--- src/rtl/aes_128_ctrl_pkg.sv ---
// Shared types and widths for the AES-128 key switch controller.
package aes_128_ctrl_pkg;

    localparam int unsigned KEY_HALF_W = 64;
    localparam int unsigned BLOCK_W    = 128;

    typedef enum logic [2:0] {
        StIdle,
        StLoad,
        StWaitDrain,
        StSwitch,
        StSettle
    } ctrl_state_e;

endpackage

--- src/rtl/aes_128_key_serializer.sv ---
// Splits accepted 128-bit round key words into two registered 64-bit writes, low half first.
module aes_128_key_serializer
    import aes_128_ctrl_pkg::*;
(
    input  logic                  clk,
    input  logic                  kill_n,
    input  logic                  enable,
    input  logic                  key_valid,
    input  logic [BLOCK_W-1:0]    key_data,
    output logic                  key_ready,
    output logic                  en_wr,
    output logic [KEY_HALF_W-1:0] key_round_wr,
    output logic                  hi_emit
);

    logic                  pend_q;
    logic [KEY_HALF_W-1:0] hi_q;
    logic                  en_wr_q;
    logic [KEY_HALF_W-1:0] key_round_wr_q;
    logic                  hi_emit_q;
    logic                  accept;

    // Ready while the cycle's output is the high half (or nothing): the holding register is free.
    assign key_ready = enable && !pend_q;
    assign accept    = key_valid && key_ready;

    always_ff @(posedge clk or negedge kill_n) begin
        if (!kill_n) begin
            pend_q         <= 1'b0;
            hi_q           <= '0;
            en_wr_q        <= 1'b0;
            key_round_wr_q <= '0;
            hi_emit_q      <= 1'b0;
        end else if (accept) begin
            pend_q         <= 1'b1;
            hi_q           <= key_data[BLOCK_W-1:KEY_HALF_W];
            en_wr_q        <= 1'b1;
            key_round_wr_q <= key_data[KEY_HALF_W-1:0];
            hi_emit_q      <= 1'b0;
        end else if (pend_q) begin
            pend_q         <= 1'b0;
            en_wr_q        <= 1'b1;
            key_round_wr_q <= hi_q;
            hi_emit_q      <= 1'b1;
        end else begin
            en_wr_q        <= 1'b0;
            key_round_wr_q <= '0;
            hi_emit_q      <= 1'b0;
        end
    end

    assign en_wr        = en_wr_q;
    assign key_round_wr = key_round_wr_q;
    assign hi_emit      = hi_emit_q;

endmodule

--- src/rtl/aes_128_key_switch_ctrl.sv ---
// Loads a new round key set into the core shadow buffer alongside live traffic, then drains the
// core and pulses switch_key.
module aes_128_key_switch_ctrl
    import aes_128_ctrl_pkg::*;
#(
    parameter int unsigned KEY_ROUNDS    = 11,
    parameter int unsigned CNT_W         = 6,
    parameter int unsigned DRAIN_TIMEOUT = 1023
) (
    input  logic                  clk,
    input  logic                  kill_n,
    input  logic                  cfg_start,
    input  logic                  key_valid,
    input  logic [BLOCK_W-1:0]    key_data,
    output logic                  key_ready,
    input  logic                  s_valid,
    input  logic [BLOCK_W-1:0]    s_data,
    output logic                  s_ready,
    output logic                  in_en,
    output logic [BLOCK_W-1:0]    in_data,
    output logic                  en_wr,
    output logic [KEY_HALF_W-1:0] key_round_wr,
    output logic                  switch_key,
    input  logic                  out_en,
    input  logic                  idle,
    output logic                  busy,
    output logic                  done,
    output logic                  err_timeout,
    output logic [CNT_W-1:0]      inflight
);

    localparam int unsigned WCNT_W = $clog2(KEY_ROUNDS + 1);
    localparam int unsigned TMO_W  = $clog2(DRAIN_TIMEOUT + 1);
    localparam logic [CNT_W:0] MaxInflight = {1'b0, {CNT_W{1'b1}}};

    ctrl_state_e         state_q, state_d;
    logic [WCNT_W-1:0]   word_cnt_q;
    logic [TMO_W-1:0]    tmo_q;
    logic [CNT_W-1:0]    inflight_q, inflight_d;
    logic                in_en_q;
    logic [BLOCK_W-1:0]  in_data_q;
    logic                switch_key_q, done_q, err_q, err_d;
    logic                ser_enable, ser_hi_emit, key_acc, s_acc;

    assign ser_enable = (state_q == StLoad) && (word_cnt_q < WCNT_W'(KEY_ROUNDS));
    assign key_acc    = key_valid && key_ready;

    aes_128_key_serializer u_ser (
        .clk          (clk),
        .kill_n       (kill_n),
        .enable       (ser_enable),
        .key_valid    (key_valid),
        .key_data     (key_data),
        .key_ready    (key_ready),
        .en_wr        (en_wr),
        .key_round_wr (key_round_wr),
        .hi_emit      (ser_hi_emit)
    );

    // The block already presented on in_en counts as outstanding so the counter cannot wrap.
    assign s_ready = ((state_q == StIdle) || (state_q == StLoad)) &&
                     (({1'b0, inflight_q} + {{CNT_W{1'b0}}, in_en_q}) < MaxInflight);
    assign s_acc   = s_valid && s_ready;

    always_comb begin
        state_d = state_q;
        unique case (state_q)
            StIdle:      if (cfg_start) state_d = StLoad;
            StLoad:      if (ser_hi_emit && (word_cnt_q == WCNT_W'(KEY_ROUNDS))) state_d = StWaitDrain;
            StWaitDrain: if ((inflight_q == '0) && idle && !in_en_q) state_d = StSwitch;
            StSwitch:    state_d = StSettle;
            StSettle:    state_d = StIdle;
            default:     state_d = StIdle;
        endcase
    end

    always_comb begin
        inflight_d = inflight_q;
        if (in_en_q && !out_en) begin
            inflight_d = inflight_q + 1'b1;
        end else if (!in_en_q && out_en && (inflight_q != '0)) begin
            inflight_d = inflight_q - 1'b1;
        end
    end

    // Fires once per drain: the counter saturates one past the compare value.
    assign err_d = (state_q == StWaitDrain) && (state_d == StWaitDrain) &&
                   (tmo_q == TMO_W'(DRAIN_TIMEOUT - 1));

    always_ff @(posedge clk or negedge kill_n) begin
        if (!kill_n) begin
            state_q      <= StIdle;
            word_cnt_q   <= '0;
            tmo_q        <= '0;
            inflight_q   <= '0;
            in_en_q      <= 1'b0;
            in_data_q    <= '0;
            switch_key_q <= 1'b0;
            done_q       <= 1'b0;
            err_q        <= 1'b0;
        end else begin
            state_q      <= state_d;
            inflight_q   <= inflight_d;
            in_en_q      <= s_acc;
            in_data_q    <= s_acc ? s_data : '0;
            switch_key_q <= (state_d == StSwitch);
            done_q       <= (state_d == StSettle);
            err_q        <= err_d;
            if (state_q == StIdle) begin
                word_cnt_q <= '0;
            end else if (key_acc) begin
                word_cnt_q <= word_cnt_q + 1'b1;
            end
            if (state_q != StWaitDrain) begin
                tmo_q <= '0;
            end else if (tmo_q != TMO_W'(DRAIN_TIMEOUT)) begin
                tmo_q <= tmo_q + 1'b1;
            end
        end
    end

    assign in_en       = in_en_q;
    assign in_data     = in_data_q;
    assign switch_key  = switch_key_q;
    assign done        = done_q;
    assign err_timeout = err_q;
    assign inflight    = inflight_q;
    assign busy        = (state_q != StIdle);

endmodule

--- config.mk ---
export PLATFORM = sky130hd
export DESIGN_NAME = aes_128_key_switch_ctrl
export DESIGN_NICKNAME = d
export VERILOG_FILES = /design/src/rtl/aes_128_ctrl_pkg.sv /design/src/rtl/aes_128_key_serializer.sv /design/src/rtl/aes_128_key_switch_ctrl.sv
export SDC_FILE = /design/constraint.sdc
export NUM_CORES = 1
export LEC_CHECK = 0
export CAP_MARGIN = 20
export CORE_AREA = 5 5 181 183
export DETAILED_ROUTE_END_ITERATION = 10
export DIE_AREA = 0 0 186 188
export PLACE_DENSITY = 0.74
export SLEW_MARGIN = 10
export SYNTH_ARGS = -nofsm -noshare
export SYNTH_HDL_FRONTEND = slang
export SYNTH_HIERARCHICAL = 1
export SYNTH_SLANG_ARGS = --single-unit
--- constraint.sdc ---
create_clock -name clk -period 2.8 [get_ports clk]
set_input_delay 0.28 -clock clk [delete_from_list [all_inputs] [get_ports clk]]
set_output_delay 0.28 -clock clk [all_outputs]
set_load 0.02 [all_outputs]
Word-level counts from Yosys, hierarchy flattened. Index checks and enable logic that the tools add are counted.

Register bits: 286. Latch bits: 0. RAM bits: 0. Memory bits (read-only): 0. Input bits: 263. Output and inout bits: 206. Logic and storage cells: 72. Memories kept: 0.

$add $sub $neg: 5. Multiply operators: 0. Div/mod/pow operators: 0. $lt $le $gt $ge: 2. Equal/unequal tests: 10. Shift operators: 0. Muxes and demuxes: 17. Bitwise gates (word level): 0. Reductions and logical operators: 24.

Operators by type and width (number): 2-to-1 mux 128 bit (1); 2-to-1 mux 64 bit (2); 2-to-1 mux 10 bit (2); logical AND 1 bit (13); equality test 3 x 2 -> 1 bit (second input constant) (4); 2-to-1 mux 6 bit (2); case mux 3 bit (4 select lines) (1); adder 10 x 1 -> 10 bit (second input constant) (1); equality test 10 bit (second input constant) (1); inequality test 10 bit (second input constant) (1); 2-to-1 mux 3 bit (3); 2-to-1 mux 4 bit (2); adder 6 x 1 -> 7 bit (1); less-than comparator 7 x 6 -> 1 bit (second input constant) (1); adder 6 x 1 -> 6 bit (second input constant) (1); logical NOT 6 bit (1); nonzero test 2 bit (3); nonzero test 6 bit (1); subtractor 6 x 1 -> 6 bit (second input constant) (1); adder 4 x 1 -> 4 bit (second input constant) (1); equality test 4 bit (second input constant) (1); less-than comparator 4 bit (second input constant) (1); 2-to-1 mux 1 bit (4); equality test 3 x 1 -> 1 bit (second input constant) (1); other kinds (6) (8).

Longest topological paths before layout. Gate-level depths: netlist of run 1.

Word-level depth: 8. Gate-level depth with buffers: 9. Depth with buffers taken out: 7.

Modules after synthesis. Netlist of run 1, hierarchy kept.

Modules (own cells, without submodules): aes_128_key_switch_ctrl (instances 1, cells an instance 440, area an instance 5693.0 µm², seq. area each 3878.7 µm²); aes_128_key_serializer (instances 1, cells an instance 428, area an instance 5281.3 µm², seq. area each 3278.1 µm²).

Worst setup path before layout of run 1. Ideal clock, no wire load.

Path kind: reg-to-reg. Start: register word_cnt_q[0]. End: register word_cnt_q[3]. Arrival time: 2421 ps. Setup slack: 301 ps. Cell stages (with the launch flop): 10. Buffers on the path: 2. Period minus slack after synthesis: 2499 ps. Cells stage by stage: dfrtp_1 ha_1 o21ai_0 and3_1 buf_2 buf_2 nor2b_1 nand2_1 or3_1 a21oi_1.

Cells in the longest elaborated chain, start to end: 5.

RTL lines: start: declaration (RTL line aes_128_key_switch_ctrl.sv:37) `logic [WCNT_W-1:0] word_cnt_q;`; start signal: assignment (RTL line aes_128_key_switch_ctrl.sv:112) `word_cnt_q <= word_cnt_q + 1'b1;`; less-than comparator 4 bit (RTL line aes_128_key_switch_ctrl.sv:45) `assign ser_enable = (state_q == StLoad) && (word_cnt_q < WCNT_W'(KEY_ROUNDS));`; logical AND 1 bit (RTL line aes_128_key_switch_ctrl.sv:45); net ser_enable (RTL line aes_128_key_switch_ctrl.sv:43) `logic ser_enable, ser_hi_emit, key_acc, s_acc;`; logical AND 1 bit (RTL line aes_128_key_serializer.sv:24) `assign key_ready = enable && !pend_q;`; net key_ready (RTL line aes_128_key_switch_ctrl.sv:15) `output logic key_ready,`; logical AND 1 bit (RTL line aes_128_key_switch_ctrl.sv:46) `assign key_acc = key_valid && key_ready;`; nonzero test 2 bit (no source line).

The timed path passes the listed nets, and every way through them passes these cells. The select of a mux whose other input is x is not followed. A chain may end at the register's enable or synchronous reset.

Final worst setup path of run 1.
Start: register in_en_q (netlist: in_en). End: output port s_ready.

Cells in the longest elaborated chain, start to end: 3.

RTL lines: start: declaration (RTL line aes_128_key_switch_ctrl.sv:40) `logic in_en_q;`; start signal: assignment (RTL line aes_128_key_switch_ctrl.sv:96) `in_en_q <= 1'b0;`; start signal: assignment (RTL line aes_128_key_switch_ctrl.sv:104) `in_en_q <= s_acc;`; adder 6 x 1 -> 7 bit (RTL line aes_128_key_switch_ctrl.sv:62) `(({1'b0, inflight_q} + {{CNT_W{1'b0}}, in_en_q}) < MaxInflight);`; less-than comparator 7 x 6 -> 1 bit (RTL line aes_128_key_switch_ctrl.sv:62); logical AND 1 bit (RTL line aes_128_key_switch_ctrl.sv:61) `assign s_ready = ((state_q == StIdle) || (state_q == StLoad)) &&`; end: declaration (RTL line aes_128_key_switch_ctrl.sv:18) `output logic s_ready,`.

No other way between the ends.

==> results of run 1 <==
[area by class of cell]
cell class,instances,share of cell area (%)
clock inverter,12,0.688
multi-input combinational,509,20.4
timing repair buffer,485,28.6
inverter,8,0.176
clock buffer,43,5.33
tap,402,2.94
sequential,286,41.9
antenna,2,0.0293
[flip-flops by register name, summed over array words and instances (netlist names)]
name                cells
u_ser/hi_q             64
u_ser/pend_q            1
in_data               128
word_cnt_q              4
u_ser/hi_emit           1
u_ser/key_round_wr     64
switch_key              1
done                    1
tmo_q                  10
inflight                6
state_q                 3
in_en                   1
u_ser/en_wr             1
err_timeout             1
[through the flow]
stage / utilization (%) / hold WS [ns] / worst slack (ns) / instance area, um2 / std cells
after CTS: 55.0 / 0.150 / 0.0195 / 17100 / 1745
after global routing: 55.0 / 0.174 / 0.0256 / 17100 / 1747
after floorplan: - / -0.0156 / 0.301 / 11000 / 868
after global placement: 51.6 / 0.301 / 0.249 / 16000 / 1689
after detailed placement: 51.6 / 0.314 / 0.253 / 16000 / 1689
final: 55.0 / 0.183 / 0.179 / 17100 / 1747
[path summary, 6_finish.rpt]
kind	start	end	slack, ns
max in group asynchronous	kill_n	in_data[116]$_DFF_PN0_	1.63
setup / recovery	in_en$_DFF_PN0_	s_ready	0.18
min in group asynchronous	kill_n	u_ser/hi_q[6]$_DFFE_PN0P_	0.32
hold reg to reg	u_ser/hi_q[63]$_DFFE_PN0P_	u_ser/key_round_wr[63]$_DFF_PN0_	0.48
setup reg to reg	in_en$_DFF_PN0_	in_data[76]$_DFF_PN0_	0.47
hold / removal	key_valid	u_ser/key_round_wr[26]$_DFF_PN0_	0.18
[logic make-up after synthesis]
group | share of synthesized area (%)
AO/OA/AOI/OAI | 5.26
AND/OR/NAND/NOR | 15.8
multiplexers | 8.55
flip-flops | 65.2
XOR/XNOR | 0.638
buffers and inverters | 3.22
adder cells (fa/ha/maj) | 1.31
[power by group through the flow]
stage	sequential (mW)	combinational, mW	clock (mW)
after floorplan	6.78	2.53	0
after global placement	5.98	5.85	0
after detailed placement	6.03	5.92	0
after CTS	5.97	5.96	4.18
after global routing	6.10	6.31	4.36
final	5.96	5.89	4.05
[per-layer routing]
metal | share of wire, % | up-vias | track usage (%)
li1 | - | 3914 | -
met3 | 7.8 | 53 | 5.04
met5 | 0 | - | 0
met4 | 2.4 | 0 | 5.35
met1 | 38 | 4101 | 23.2
met2 | 52 | 301 | 33.6
[placed cells by master (no fill, tap or decap), types with 2 or more instances in the layout]
master and instances:
inv_1 8, o21a_1 2, dfrtp_1 285, a21oi_1 11, o211ai_1 2, or3_2 2, nand4_1 2, buf_12 6
nand3_1 70, bufinv_16 2, diode_2 2, nand2b_1 2, a21o_1 3, clkbuf_8 9, clkbuf_16 31, nand2_1 77
clkdlybuf4s50_1 463, mux2_2 18, o21ai_0 74, nor2b_1 4, buf_2 3, nor2_1 11, a211oi_1 2, xor2_1 3
xnor2_1 5, nand3b_1 3, mux2_4 49, or3_1 2, a31oi_1 2, and3_1 131, clkinv_2 8, buf_4 10
ha_1 9, and2_1 2, clkbuf_1 3, clkinv_4 2, o31ai_1 2
[worst max-delay path, cell delays in order, from the launching register on]
cell	delay, ns
dfrtp_1	0.38
ha_1	0.21
ha_1	0.26
and2_1	0.14
maj3_2	0.33
a41oi_4	0.26
buf_2	0.22
[timing repair]
item | CTS | global route
cloned | 0 | 0
hold buffers | 1 | 0
hold endpoints to repair | 68 | 0
endpoints found under the setup margin | 2 | 1
gates resized for setup | 4 | 1
==> results.toml, run 1 <==
[outcome]
status = "finished, final reports clean"

[synthesis]
synth_warnings = 6
syn_area_per_cell_um2 = 12.6
syn_inst = 868
ys_seq_area_share_pct = 65.2
post-synth-top-count-cell = "dfrtp_1"
ys_types = 52
synth_ff_type = "dfrtp_1"
synth_common_cells = "286 x dfrtp_1, 132 x and3_1, 77 x nand2_1"
ys_ff_latch = 286
netlist_area_um2 = 11000
synth_edf_count = 0
synth.largest_area_cell = "dfrtp_1"
yosysTopAreaCellShare_pct = 65.2
yosys-top-cells-area = "dfrtp_1 65%, and3_1 7.5%, mux2_4 6.7%"
ys_async_sr_fraction_pct = 100
syn_nets = 1141

[power]
totalPowerFinal_mw = 15.9
pwr-share-comb_pct = 37.1
power.switching_mw = 5.18
swShare_pct = 32.6
p_per_area_nw_per_um2 = 931
internal_power_mw = 10.7
seqPwrFrac_pct = 37.5
irDropWorstVdd_mv = 0.543
p_leak_nw = 7.82
p_clk_share_pct = 25.4

[critical_path]
crit_fanout = 2
setup.worst_path.end_class = "output port"
r2r_cells = 7
startpoint_type = "flop"
arrival_ns = 2.34
required_ns = 2.52
path_class = "flop to output port"

[die]
die_area_um2 = 35000
start_util_pct = 35.3
rows = 65
die_h_um = 188
ios = 469
die-width_um = 186
core_area_um2 = 31100

[route]
drtIter0Drc = 454
drc = 0
finalWirelength_um = 34600
drtAntennaViolNets = 0
routedWlPerCell_um = 19.8
vias = 8369
viasPerCell = 4.79
drt_first_pass_iters = 4

[timing]
setup_viol = 0
clock.fmax_mhz = 381
hold_viol = 0
fin_setup_tns_ns = 0
rsz0062_at_grt = "no"
final.period_utilization_pct = 93.6
slew_headroom_pct = 49.0
worst_pin_slew_ns = 0.765
finalCriticalPeriod_ns = 2.62
drv_slew = 0
finClkSkew_ns = 0.0130

[place]
dp_hpwl_um = 25100
gp_congestion = 0.836
port-buffer-count = 468

[clock_tree]
cts_htree_levels = 1
clkLatencyLatePin_ns = 0.55
cts_tree = "done"
post_cts_buffers = 0
cts_max_path_buffers = 3
cts.sinks = 286
cts-root-buf = "clkbuf_16"
cts_buffers = 30
clk_pin_slew_ns = 0.06

[run]
cap_violations = 0

[global_route]
gr-total-overflow = 0
grtUsageTotal_pct = 19.2
grt_max_degree = 130
grt_pass1_vias = 8832
grt_first_pass_wirelength_um = 52900
antenna_found_initial = 2

[finish]
nFillCells = 2593
final_layout_size_suffix_gt1_share_pct = 11.0
final_net_count = 1593
area_growth_pct = 55.7
seqCellArea_um2 = 7160
multi_input_area_um2 = 3480

[min_path]
whs_path_depth = 3
min_path_type = "primary input to flop"
Power figures use the tool's default switching activity.
==> run 2: changes to the inputs <==
--- a/config.mk
+++ b/config.mk
@@ -6,10 +6,12 @@
 export NUM_CORES = 1
 export LEC_CHECK = 0
 export CAP_MARGIN = 20
-export CORE_AREA = 5 5 181 183
+export CORE_ASPECT_RATIO = 0.9
+export CORE_MARGIN = 5
+export CORE_UTILIZATION = 38
 export DETAILED_ROUTE_END_ITERATION = 10
-export DIE_AREA = 0 0 186 188
-export PLACE_DENSITY = 0.74
+export PLACE_DENSITY_LB_ADDON = 0.25
+export RECOVER_POWER = 50
 export SLEW_MARGIN = 10
 export SYNTH_ARGS = -nofsm -noshare
 export SYNTH_HDL_FRONTEND = slang
==> constraint.sdc (replaced) <==
create_clock -name clk -period 2.3 [get_ports clk]
set_input_delay 0.23 -clock clk [delete_from_list [all_inputs] [get_ports clk]]
set_output_delay 0.23 -clock clk [all_outputs]
set_load 0.02 [all_outputs]
==> run 2 against run 1 <==
The flow now finishes with violations (capacitance limit, slew limit, setup timing). Via count rose by 2.2%. Design area increased by 0.40%. Register-to-register slack worse by 0.32 ns. Wire length rose by 1.5%. Critical path depth stayed put. Hold slack gained 0.031 ns. Die area fell by 7.4%.
==> results.toml, run 2 (synthesis results as in run 1) <==
[outcome]
status = "finished with violations"
violations = "capacitance limit, slew limit, setup timing"

[power]
p_per_area_nw_per_um2 = 1110
irDropWorstVdd_mv = 0.652
totalPowerFinal_mw = 19.1
p_leak_nw = 8.05

[clock_tree]
cts_max_path_buffers = 3
cts_htree_levels = 1
cts.sinks = 286
post_cts_buffers = 0
clk_pin_slew_ns = 0.06
cts-root-buf = "clkbuf_16"
cts_tree = "done"
cts_buffers = 30
clkLatencyLatePin_ns = 0.55

[die]
ios = 469
die_h_um = 171
rows = 59
start_util_pct = 38.2
die_area_um2 = 32400
die-width_um = 189
core_area_um2 = 28700

[global_route]
gr-total-overflow = 0
grtUsageTotal_pct = 20.6
antenna_found_initial = 2
grt_first_pass_wirelength_um = 51900
grt_pass1_vias = 8940
grt_max_degree = 91

[finish]
stdcell_area_um2 = 17200
utilization_pct = 59.7
largest_register_ffs = 128
final_layout_size_suffix_gt1_share_pct = 11.8
final_common_cell = "clkdlybuf4s50_1"
layout_common_cells = "369 x clkdlybuf4s50_1, 286 x dfrtp_1, 132 x and3_1, 94 x dlygate4sd3_1, 77 x nand2_1"
area_growth_pct = 56.3
final_net_count = 1607

[timing]
fin_setup_tns_ns = -0.0607
slew_headroom_pct = -10.3
finalCriticalPeriod_ns = 2.36
worst_pin_slew_ns = 1.65
setup_viol = 1
final.period_utilization_pct = 103
finClkSkew_ns = 0.0148
fin_ws_ns = -0.0607
clock.fmax_mhz = 424
hold_viol = 0
rsz0062_at_grt = "yes"
drv_slew = 64

[route]
vias = 8551
drtAntennaViolNets = 0
drt_first_pass_iters = 4
drc = 0
finalWirelength_um = 35100
drtIter0Drc = 357
routedWlPerCell_um = 20.4
viasPerCell = 4.95

[place]
gp_congestion = 0.810
dp_hpwl_um = 24900
port-buffer-count = 468
place_area_um2 = 16100
place_ws_ns = -0.132

[critical_path]
setup.worst_path.end_class = "output port"
required_ns = 2.07
path_class = "flop to output port"
crit_fanout = 2
startpoint_type = "flop"
arrival_ns = 2.13

[run]
cap_violations = 1

[min_path]
min_path_type = "primary input to flop"
-- run 2: cell types whose count changed in the layout (fill, tap and decap cells not counted), moves of 2 or more --
cell	change
clkbuf_2	+4
clkinvlp_4	+2
clkbuf_1	+6
nor2b_1	-2
buf_2	+2
dlygate4sd3_1	+93
clkdlybuf4s50_1	-94
clkinv_4	-2
clkbuf_8	-2
ha_1	-2
buf_4	+5
clkinv_2	-3
-- run 2: final cells by class --
cell class | instances | area [um2]
flip-flops and latches | 286 | 7160
clock buffers | 47 | 906
multi-input cells | 509 | 3500
diodes | 3 | 7.51
clock inverters | 8 | 70.1
well taps | 366 | 458
fillers | 2323 | 11600
repair buffers | 499 | 5020
inverters | 8 | 30.0
-- run 2: timing repair --
action                     4_1_cts  5_1_grt
gates resized for setup         11        7
hold endpoints to repair        58        0
hold buffers                     1        0
pin swaps                        2        0
cloned                           0        1
setup endpoints to repair       68      124
-- run 2: final timing paths --
check	from	endpoint	slack (ns)	depth (start not counted)
min	key_valid	word_cnt_q[1]$_DFFE_PN0P_	0.21	4
min in group asynchronous	kill_n	u_ser/key_round_wr[52]$_DFF_PN0_	0.63	2
min reg2reg	u_ser/hi_q[1]$_DFFE_PN0P_	u_ser/key_round_wr[1]$_DFF_PN0_	0.48	2
max	in_en$_DFF_PN0_	s_ready	-0.06	6
max in group asynchronous	kill_n	in_data[110]$_DFF_PN0_	0.33	3
max reg2reg	in_en$_DFF_PN0_	in_data[101]$_DFF_PN0_	0.15	8
-- run 2: critical path: stages (launching register included) --
cell and delay, ns:
dfrtp_1 0.38, ha_2 0.21, ha_4 0.21, and2_4 0.13
maj3_2 0.31, a41oi_4 0.20, buf_6 0.16
-- run 2: per-layer routing --
metal	vias up	track usage, %	share of wire (%)
li1	3949	-	-
met1	4183	24.3	38
met2	359	35.0	49
met3	60	8.26	10
met4	0	6.21	2.9
met5	-	0	0
-- run 2: power breakdown --
group | total, mW | leakage [nW] | switching, mW | internal, mW
Sequential | 7.18 | 3.60 | 0.666 | 6.51
Combinational | 7.19 | 3.97 | 3.65 | 3.54
Clock | 4.75 | 0.477 | 1.95 | 2.80
-- run 2: through the flow --
step / std cells / hold WS (ns)
5_1_grt: 1725 / 0.212
3_3_place_gp: 1666 / 0.240
3_5_place_dp: 1666 / 0.238
6_report: 1726 / 0.215
2_1_floorplan: 868 / -0.0656
4_1_cts: 1722 / 0.191
